File: src/rtl/packet_injector.sv
// packet_injector: CPU-driven AXIS packet source for one switch ingress port.
// Bytes written over the 8-bit Avalon-MM slave are packed into 16-bit words
// and buffered in a FIFO. COMMIT streams the buffered packet with a latched
// tdest, flags the final word with tlast and raises a level interrupt.
//
// state | meaning
// ------+-------------------------------------------------------------
// FILL  | idle; CPU loads bytes, may FLUSH or COMMIT
// SEND  | packet streaming to the switch; CPU data writes are rejected
module packet_injector #(
    parameter int FIFO_DEPTH = 64,
    parameter int DEST_WIDTH = 2
) (
    input  logic                  clk,
    input  logic                  reset,
    input  logic [7:0]            writedata,
    input  logic                  write,
    input  logic                  chipselect,
    input  logic [7:0]            address,
    input  logic                  read,
    output logic [7:0]            readdata,
    output logic [15:0]           tx_tdata,
    output logic                  tx_tvalid,
    input  logic                  tx_tready,
    output logic                  tx_tlast,
    output logic [DEST_WIDTH-1:0] tx_tdest,
    output logic                  irq
);

    localparam int AW = $clog2(FIFO_DEPTH);
    localparam int CW = AW + 1;

    localparam logic [7:0] ADDR_DATA   = 8'h00;
    localparam logic [7:0] ADDR_DEST   = 8'h01;
    localparam logic [7:0] ADDR_CTRL   = 8'h02;
    localparam logic [7:0] ADDR_COUNT  = 8'h03;
    localparam logic [7:0] ADDR_IRQ_EN = 8'h04;

    typedef enum logic {
        FILL = 1'b0,
        SEND = 1'b1
    } state_t;

    state_t state, state_nxt;

    logic [15:0]           mem [FIFO_DEPTH];
    logic [AW-1:0]         wr_ptr, rd_ptr;
    logic [CW-1:0]         count;
    logic                  half;
    logic [7:0]            hi;
    logic [DEST_WIDTH-1:0] dest_reg;
    logic                  irq_en, irq_pend, ovf;

    logic        wr_acc, rd_acc;
    logic        wr_data, wr_dest, wr_ctrl, wr_irq_en;
    logic        commit_req, flush_req, irq_clr_req;
    logic        full, empty, handshake, last_word;
    logic        push, pop, hi_load, half_nxt;
    logic        ovf_set, irq_set, flush_go, latch_dest;
    logic [15:0] push_word;
    logic [31:0] count_w;
    logic [7:0]  count_byte;
    logic [7:0]  status;

    assign wr_acc      = chipselect & write;
    assign rd_acc      = chipselect & read;
    assign wr_data     = wr_acc && (address == ADDR_DATA);
    assign wr_dest     = wr_acc && (address == ADDR_DEST);
    assign wr_ctrl     = wr_acc && (address == ADDR_CTRL);
    assign wr_irq_en   = wr_acc && (address == ADDR_IRQ_EN);
    assign commit_req  = wr_ctrl & writedata[0];
    assign flush_req   = wr_ctrl & writedata[1];
    assign irq_clr_req = wr_ctrl & writedata[2];

    assign full      = (count == CW'(FIFO_DEPTH));
    assign empty     = (count == '0);
    assign last_word = (count == CW'(1));

    assign tx_tvalid = (state == SEND);
    assign tx_tdata  = tx_tvalid ? mem[rd_ptr] : 16'h0000;
    assign tx_tlast  = tx_tvalid & last_word;
    assign handshake = tx_tvalid & tx_tready;

    assign count_w    = 32'(count);
    assign count_byte = (count_w < 32'd256) ? count_w[7:0] : 8'hFF;
    assign status     = {3'b000, ovf, irq_pend, half, full, tx_tvalid};

    // Next-state, FIFO push/pop and flag-set decisions
    always_comb begin
        state_nxt  = state;
        push       = 1'b0;
        push_word  = 16'h0000;
        pop        = 1'b0;
        hi_load    = 1'b0;
        half_nxt   = half;
        ovf_set    = 1'b0;
        irq_set    = 1'b0;
        flush_go   = 1'b0;
        latch_dest = 1'b0;
        case (state)
            FILL: begin
                if (wr_data) begin
                    if (!half) begin
                        hi_load  = 1'b1;
                        half_nxt = 1'b1;
                    end else begin
                        half_nxt = 1'b0;
                        if (full) begin
                            ovf_set = 1'b1;
                        end else begin
                            push      = 1'b1;
                            push_word = {hi, writedata};
                        end
                    end
                end else if (flush_req) begin
                    // FLUSH beats COMMIT when both bits are written together
                    flush_go = 1'b1;
                    half_nxt = 1'b0;
                end else if (commit_req && (!empty || half)) begin
                    latch_dest = 1'b1;
                    state_nxt  = SEND;
                    half_nxt   = 1'b0;
                    if (half) begin
                        if (full) begin
                            ovf_set = 1'b1;
                        end else begin
                            push      = 1'b1;
                            push_word = {hi, 8'h00};
                        end
                    end
                end
            end
            SEND: begin
                if (wr_data) begin
                    ovf_set = 1'b1;
                end
                if (handshake) begin
                    pop = 1'b1;
                    if (last_word) begin
                        state_nxt = FILL;
                        irq_set   = 1'b1;
                    end
                end
            end
            default: state_nxt = FILL;
        endcase
    end

    // FSM state register
    always_ff @(posedge clk) begin
        if (reset) begin
            state <= FILL;
        end else begin
            state <= state_nxt;
        end
    end

    // FIFO storage; contents need no reset since count gates visibility
    always_ff @(posedge clk) begin
        if (push) begin
            mem[wr_ptr] <= push_word;
        end
    end

    // FIFO pointers and occupancy
    always_ff @(posedge clk) begin
        if (reset || flush_go) begin
            wr_ptr <= '0;
            rd_ptr <= '0;
            count  <= '0;
        end else begin
            if (push) begin
                wr_ptr <= wr_ptr + AW'(1);
            end
            if (pop) begin
                rd_ptr <= rd_ptr + AW'(1);
            end
            if (push && !pop) begin
                count <= count + CW'(1);
            end else if (pop && !push) begin
                count <= count - CW'(1);
            end
        end
    end

    // Byte packing, configuration registers and packet destination
    always_ff @(posedge clk) begin
        if (reset) begin
            hi       <= 8'h00;
            half     <= 1'b0;
            dest_reg <= '0;
            irq_en   <= 1'b0;
            tx_tdest <= '0;
        end else begin
            half <= half_nxt;
            if (hi_load) begin
                hi <= writedata;
            end
            if (wr_dest) begin
                dest_reg <= writedata[DEST_WIDTH-1:0];
            end
            if (wr_irq_en) begin
                irq_en <= writedata[0];
            end
            if (latch_dest) begin
                tx_tdest <= dest_reg;
            end
        end
    end

    // Sticky flags; a set in the same cycle as IRQ_CLR wins
    always_ff @(posedge clk) begin
        if (reset) begin
            ovf      <= 1'b0;
            irq_pend <= 1'b0;
            irq      <= 1'b0;
        end else begin
            if (ovf_set) begin
                ovf <= 1'b1;
            end else if (irq_clr_req) begin
                ovf <= 1'b0;
            end
            if (irq_set) begin
                irq_pend <= 1'b1;
            end else if (irq_clr_req) begin
                irq_pend <= 1'b0;
            end
            irq <= irq_pend & irq_en;
        end
    end

    // Registered read port; sees pre-write values on a same-cycle write
    always_ff @(posedge clk) begin
        if (reset) begin
            readdata <= 8'h00;
        end else if (rd_acc) begin
            case (address)
                ADDR_DATA:   readdata <= status;
                ADDR_DEST:   readdata <= 8'(dest_reg);
                ADDR_COUNT:  readdata <= count_byte;
                ADDR_IRQ_EN: readdata <= {7'b0000000, irq_en};
                default:     readdata <= 8'h00;
            endcase
        end
    end

endmodule

File: config.mk
export PLATFORM = sky130hd
export DESIGN_NAME = packet_injector
export DESIGN_NICKNAME = d
export VERILOG_FILES = /design/src/rtl/packet_injector.sv
export SDC_FILE = /design/constraint.sdc
export NUM_CORES = 1
export LEC_CHECK = 0
export ABC_AREA = 1
export BUFFER_PORTS_ARGS = -buffer_cell sky130_fd_sc_hd__buf_4
export CAP_MARGIN = 20
export CORE_ASPECT_RATIO = 0.6
export CORE_MARGIN = 1.5
export CORE_UTILIZATION = 40
export CTS_CLUSTER_SIZE = 16
export DETAILED_ROUTE_END_ITERATION = 8
export GPL_ROUTABILITY_DRIVEN = 0
export PLACE_DENSITY_LB_ADDON = 0.25
export SLEW_MARGIN = 20
export SYNTH_ARGS = -nofsm -noshare
export SYNTH_HDL_FRONTEND = slang
export SYNTH_SLANG_ARGS = --single-unit
File: constraint.sdc
create_clock -name clk -period 5.75 [get_ports clk]
set_input_delay 0.2875 -clock clk [delete_from_list [all_inputs] [get_ports clk]]
set_output_delay 0.2875 -clock clk [all_outputs]
set_load 0.01 [all_outputs]
==> Yosys cells after proc, flatten, opt, wreduce, memory -nomap -nowiden <==
Memory sizes are Yosys's and may differ from the RTL's. A register that Yosys moved wholly into a read port is not among the register bits.
Cells that the tools add are included.
{ "totals": {"regBits": 45, "ram_bits": 1024, "inputBits": 22, "word_cells": 107, "mem_count": 1} }
{ "op_classes": {"addsub": 4, "n_lt_le_gt_ge": 1, "eq_ne": 6, "n_mux": 54, "bitwise": 9, "reduce_logical": 19} }
{ "mem_list": {"columns": ["name", "words", "word_bits", "read_ports", "rd_ports_with_merged_regs", "write_ports", "line", "rtl"], "rows": [
  ["mem", 64, 16, 1, 1, 1, "46", "logic [15:0] mem [FIFO_DEPTH];"]
]} }
{ "op_table": {"columns": ["op", "n"], "rows": [
  ["$mux 16", 9],
  ["$mux 1", 37],
  ["$pmux 8 s4", 1],
  ["$eq 8x2->1 const B", 2],
  ["$mux 7", 2],
  ["$add 6x1->6 const B", 2],
  ["$mux 6", 2],
  ["$lt 7x9->1 const B", 1],
  ["$and 1x1->1", 8],
  ["$eq 8x1->1 const B", 1],
  ["$eq 8x3->1 const B", 1],
  ["$logic_not 8->1", 1],
  ["$mux 8", 1],
  ["$add 7x1->7 const B", 1],
  ["$eq 7x1->1 const B", 1],
  ["$eq 7x7->1 const B", 1],
  ["$logic_and 1x1->1", 7],
  ["$logic_not 7->1", 1],
  ["$sub 7x1->7 const B", 1],
  ["$reduce_bool 2->1", 3],
  ["$pmux 1 s2", 2],
  ["$logic_not 1->1", 3],
  ["$reduce_bool 3->1", 1],
  ["$logic_or 1x1->1", 2],
  ["other kinds (2)", 2]
]} }

==> Logic depth before layout (Yosys ltp) <==
{ "depth": {"word_depth": 12, "mapped_depth": 12} }

==> Worst setup path before layout <==
No wires, ideal clock.
{ "synth_timing": {"path_type": "in2reg", "start": "in address[3]", "end": "mem mem[0][0] (data pin)", "setup_ns": 0.682, "arrival_ns": 3.429, "setup_slack_ns": 1.640, "path_stages": 6, "n_path_buf": 1, "path_cell_list": "nor2_2 nand2_1 nor2_4 nand2_4 buf_2 nor3_1"} }
{ "synth_via": {"elab_chain_cells": 8, "elab_cells_between_ends": 11, "cone_classes": "eq/ne (1); mux (4); bitwise (2); reduce/logical (4)"} }
{ "synth_rtl": {"columns": ["element", "line", "rtl"], "rows": [
  ["from (decl)", "19", "input logic [7:0] address,"],
  ["$eq 8x2->1", "69", "assign wr_ctrl = wr_acc && (address == ADDR_CTRL);"],
  ["$logic_and 1x1->1", "69", null],
  ["$and 1x1->1", "71", "assign commit_req = wr_ctrl & writedata[0];"],
  ["$logic_and 1x1->1", "119", "end else if (commit_req && (!empty || half)) begin"],
  ["$mux 16", "119", null],
  ["$mux 16", "115", "end else if (flush_req) begin"],
  ["$mux 16 *", "102", "if (wr_data) begin"],
  ["$mux 16 *", "100", "case (state)"],
  ["net push_word[0]", "60", "logic [15:0] push_word;"],
  ["to (decl)", "46", null]
]} }
Mark *: on every way through the listed nets, which the timed path passes. The rest lies on a longest branch.

==> impl_results.md <==
* Number of buffers inserted during clock tree synthesis at 96
* Post-Syn Area per Cell at 11.4 um^2
* Die X at 432 um
* Total power per unit cell area at 302 mW/mm^2
* Element type at the critical path start: flop
* Maximum count of clock buffers along a single path at 3
* Cell at the root of the clock tree: sky130_fd_sc_hd__clkbuf_16
* Synthesized instance count at 3887
* Clk_lat worst skew at 0.71 ns
* Number of violations reported at the end of detailed-routing iteration 0 at 3920
* Number of routed nets with antenna violations at 0
* Setup TNS Final at 0 ns
* Total GRT Usage at 0.222
* Regs by FF count: mem x1024, hi x8
* FF+latch count, synth at 1074
* Vias in the first global route at 26700
* Critical path peak fanout at 168
* Top area cells in the synthesized netlist: sky130_fd_sc_hd__edfxtp_1 70%, sky130_fd_sc_hd__nand2_1 12%, sky130_fd_sc_hd__nand3_1 10%
* Remaining global-route overflow at 0
* Initial antenna violation count at 2
* Number of standard-cell rows in the floorplan at 94
* Total Wirelength at 126000 um
* DP Wirelength at 72700 um
* Number of cells on the worst reg-to-reg path at 6
* First-pass iteration count of the detailed router at 8
* Worst supply voltage drop on vdd at 0.275 mV
* Area fraction of the dominant cell type after synthesis at 0.697
* Post-synth top area cell: sky130_fd_sc_hd__edfxtp_1
* Maximum level of the CTS H-tree at 3
* Post-synthesis sequential area ratio at 0.719
* Non-Filler Instances at 5489
* Cell leakage power at 0.0183 uW
* Core Region at 0.109 mm^2
* Die Ht at 260 um
* Hold Startpoint: address[0]
* Outcome: finished, final reports clean
* Critical path endpoint category: output pin
* Final-report setup violation count at 0
* Quantity of I/O buffers inserted on ports at 49
* Final hold violations at 0
* Capturing point of the worst reg2reg path: mem[0][6]
* Tightest slew margin relative to the limit at 0.228
* Ratio of cells with drive above 1 in the final layout at 0.0915
* Synth Cell Area at 0.0441 mm^2
* Total clock sinks at 1074
* Data required, critical path at 5.46 ns
* Top_reg_cell synth: sky130_fd_sc_hd__edfxtp_1
* Clock period minus worst slack at 4.40 ns
* Number of flops mapped to enable cells by yosys at 1024
* Origin of the critical flop-to-flop path: tx_tvalid
* Share of synthesized flip-flops with an asynchronous set or reset at 0
* Clock tree from TritonCTS: done
* Post-CTS repair timing setup buffer count at 0
* Post-layout net count at 3949
* Wire length of the first global-routing pass at 185000 um
* Least-Margin Pin Slew at 1.16 ns
* Most flop-heavy register: mem
* Die area at 0.112 mm^2
* Setup repair after global routing missed its margin: false
* Post-detailed-route DRC marker count at 0
* Resize count post-CTS at 0
* Leading cell type in the layout, fill and taps excluded: sky130_fd_sc_hd__nand2_1
* Filler cell count at 10100
* MaxCap Viol Count at 0
* Synth-to-Final Area Change at 12.4%
* Initial cell density of the core at 0.403
* Arrival @ worst endpoint at 4.11 ns
* Via count at 29200
* Register-to-register setup slack at 1.72 ns
* IO Count at 51
* Clock slew at the register clock pins of the worst setup and hold paths at 0.07 ns
* Maximum number of pins on one net before global-route repair at 207
* Start-to-end type of the worst setup path: flop to output pin
* Class of the most critical hold timing path: input port to flop
* Number of distinct library cells after synthesis at 35
* Inst Count DP at 5298
* Final setup skew at 0.0355 ns
* Commonest cells after routing, fill and taps aside: 1367 x sky130_fd_sc_hd__nand2_1, 1024 x sky130_fd_sc_hd__edfxtp_1, 888 x sky130_fd_sc_hd__nand3_1, 144 x sky130_fd_sc_hd__buf_4, 97 x sky130_fd_sc_hd__clkbuf_16
* Final Max Tran Viols at 0
* Synthesis Warnings at 0
* Detailed-route vias per instance at 5.32
* Endpoint of the most critical setup path: tx_tdata[2]
* Post-Synthesis Net Count at 3915
* Number of flip-flops under the largest register name at 1024
* Final worst-path cycle share at 0.765
* Average detailed-routed wire length per instance at 22.9 um
* Upper clock frequency limit at 227 MHz
[synth_stat cells, types with 8 or more instances]
library cell,count
sky130_fd_sc_hd__buf_6,10
sky130_fd_sc_hd__a21oi_1,50
sky130_fd_sc_hd__buf_4,29
sky130_fd_sc_hd__dfxtp_1,50
sky130_fd_sc_hd__xor2_1,8
sky130_fd_sc_hd__inv_1,60
sky130_fd_sc_hd__nand4_1,10
sky130_fd_sc_hd__nor2_1,99
sky130_fd_sc_hd__clkbuf_1,66
sky130_fd_sc_hd__o21ai_0,24
sky130_fd_sc_hd__buf_1,17
sky130_fd_sc_hd__nor2_2,11
sky130_fd_sc_hd__nor3_1,17
sky130_fd_sc_hd__buf_2,114
sky130_fd_sc_hd__nand3_1,888
sky130_fd_sc_hd__edfxtp_1,1024
sky130_fd_sc_hd__nand2_1,1367
[metrics by stage]
step | power [uW] | setup WS (ns) | hold slack, ns | area, um^2 | util
2_1_floorplan | 8610 | 1.64 | 0.366 | 44100 | -
3_3_place_gp | 8630 | 1.91 | 0.461 | 46300 | 0.423
5_1_grt | 15400 | 1.22 | 0.0676 | 49600 | 0.453
4_1_cts | 15100 | 1.38 | 0.00426 | 49600 | 0.453
3_5_place_dp | 8630 | 1.77 | 0.453 | 46300 | 0.423
6_report | 15000 | 1.35 | 0.0467 | 49600 | 0.453
[worst min path at each step]
stage	to	slack [ns]	depth (start not counted)
4_1_cts	dest_reg[1]	0.004	4
6_report	dest_reg[1]	0.05	4
2_1_floorplan	tx_tdest[0]	0.37	1
3_5_place_dp	irq	0.45	2
3_3_place_gp	readdata[2]	0.46	2
5_1_grt	dest_reg[1]	0.07	4
[cell type report]
cell class | instances | area (um^2) | share of cell area
diodes | 1 | 2.50 | 0.0000504
clock buffers | 120 | 2550 | 0.0515
flip-flops and latches | 1074 | 31800 | 0.640
clock inverters | 57 | 558 | 0.0112
repair buffers | 172 | 1560 | 0.0314
multi-input cells | 2510 | 11100 | 0.223
inverters | 67 | 278 | 0.00560
well taps | 1488 | 1860 | 0.0375
[logic make-up after synthesis]
family,after synthesis,synth area share
fa+ha+maj,6,0.00170
xor+xnor,11,0.00218
compound gates,84,0.00986
buf+inv,303,0.0332
simple gates,2408,0.234
other cells,1,0.0000850
flops,1074,0.719
[metal layers]
metal  vias up  GRT usage  routed length (um)
li1      13600          -                   -
met1     14200      0.361               61300
met2      1162      0.296               49900
met3       158     0.0479               11800
met4         0     0.0567                2850
met5         -          0                   0
[critical path: stages, from the launching register on]
cell and delay [ns]:
sky130_fd_sc_hd__dfxtp_4 0.93, sky130_fd_sc_hd__buf_12 0.66, sky130_fd_sc_hd__nand2_1 0.12, sky130_fd_sc_hd__nand3_1 0.12
sky130_fd_sc_hd__nand3_1 0.08, sky130_fd_sc_hd__nand2_1 0.19, sky130_fd_sc_hd__nand2_1 0.18, sky130_fd_sc_hd__nand3_1 0.17
sky130_fd_sc_hd__nand3_1 0.26, sky130_fd_sc_hd__a21oi_1 0.32, sky130_fd_sc_hd__buf_4 0.18
[timing repair]
item | in CTS | in global routing
endpoints found under the setup margin | 0 | 0
endpoints found under the hold margin | 24 | 0
hold buffers | 10 | 0
[power breakdown]
group | switching, uW | total, uW | internal [uW] | leakage [uW]
clock | 2950 | 6520 | 3570 | 0.00153
sequential | 0.0363 | 8420 | 8420 | 0.0108
combinational | 24.8 | 42.1 | 17.3 | 0.00600
total | 2970 | 15000 | 12000 | 0.0183
Note: power is estimated with default switching activity, not from simulation.
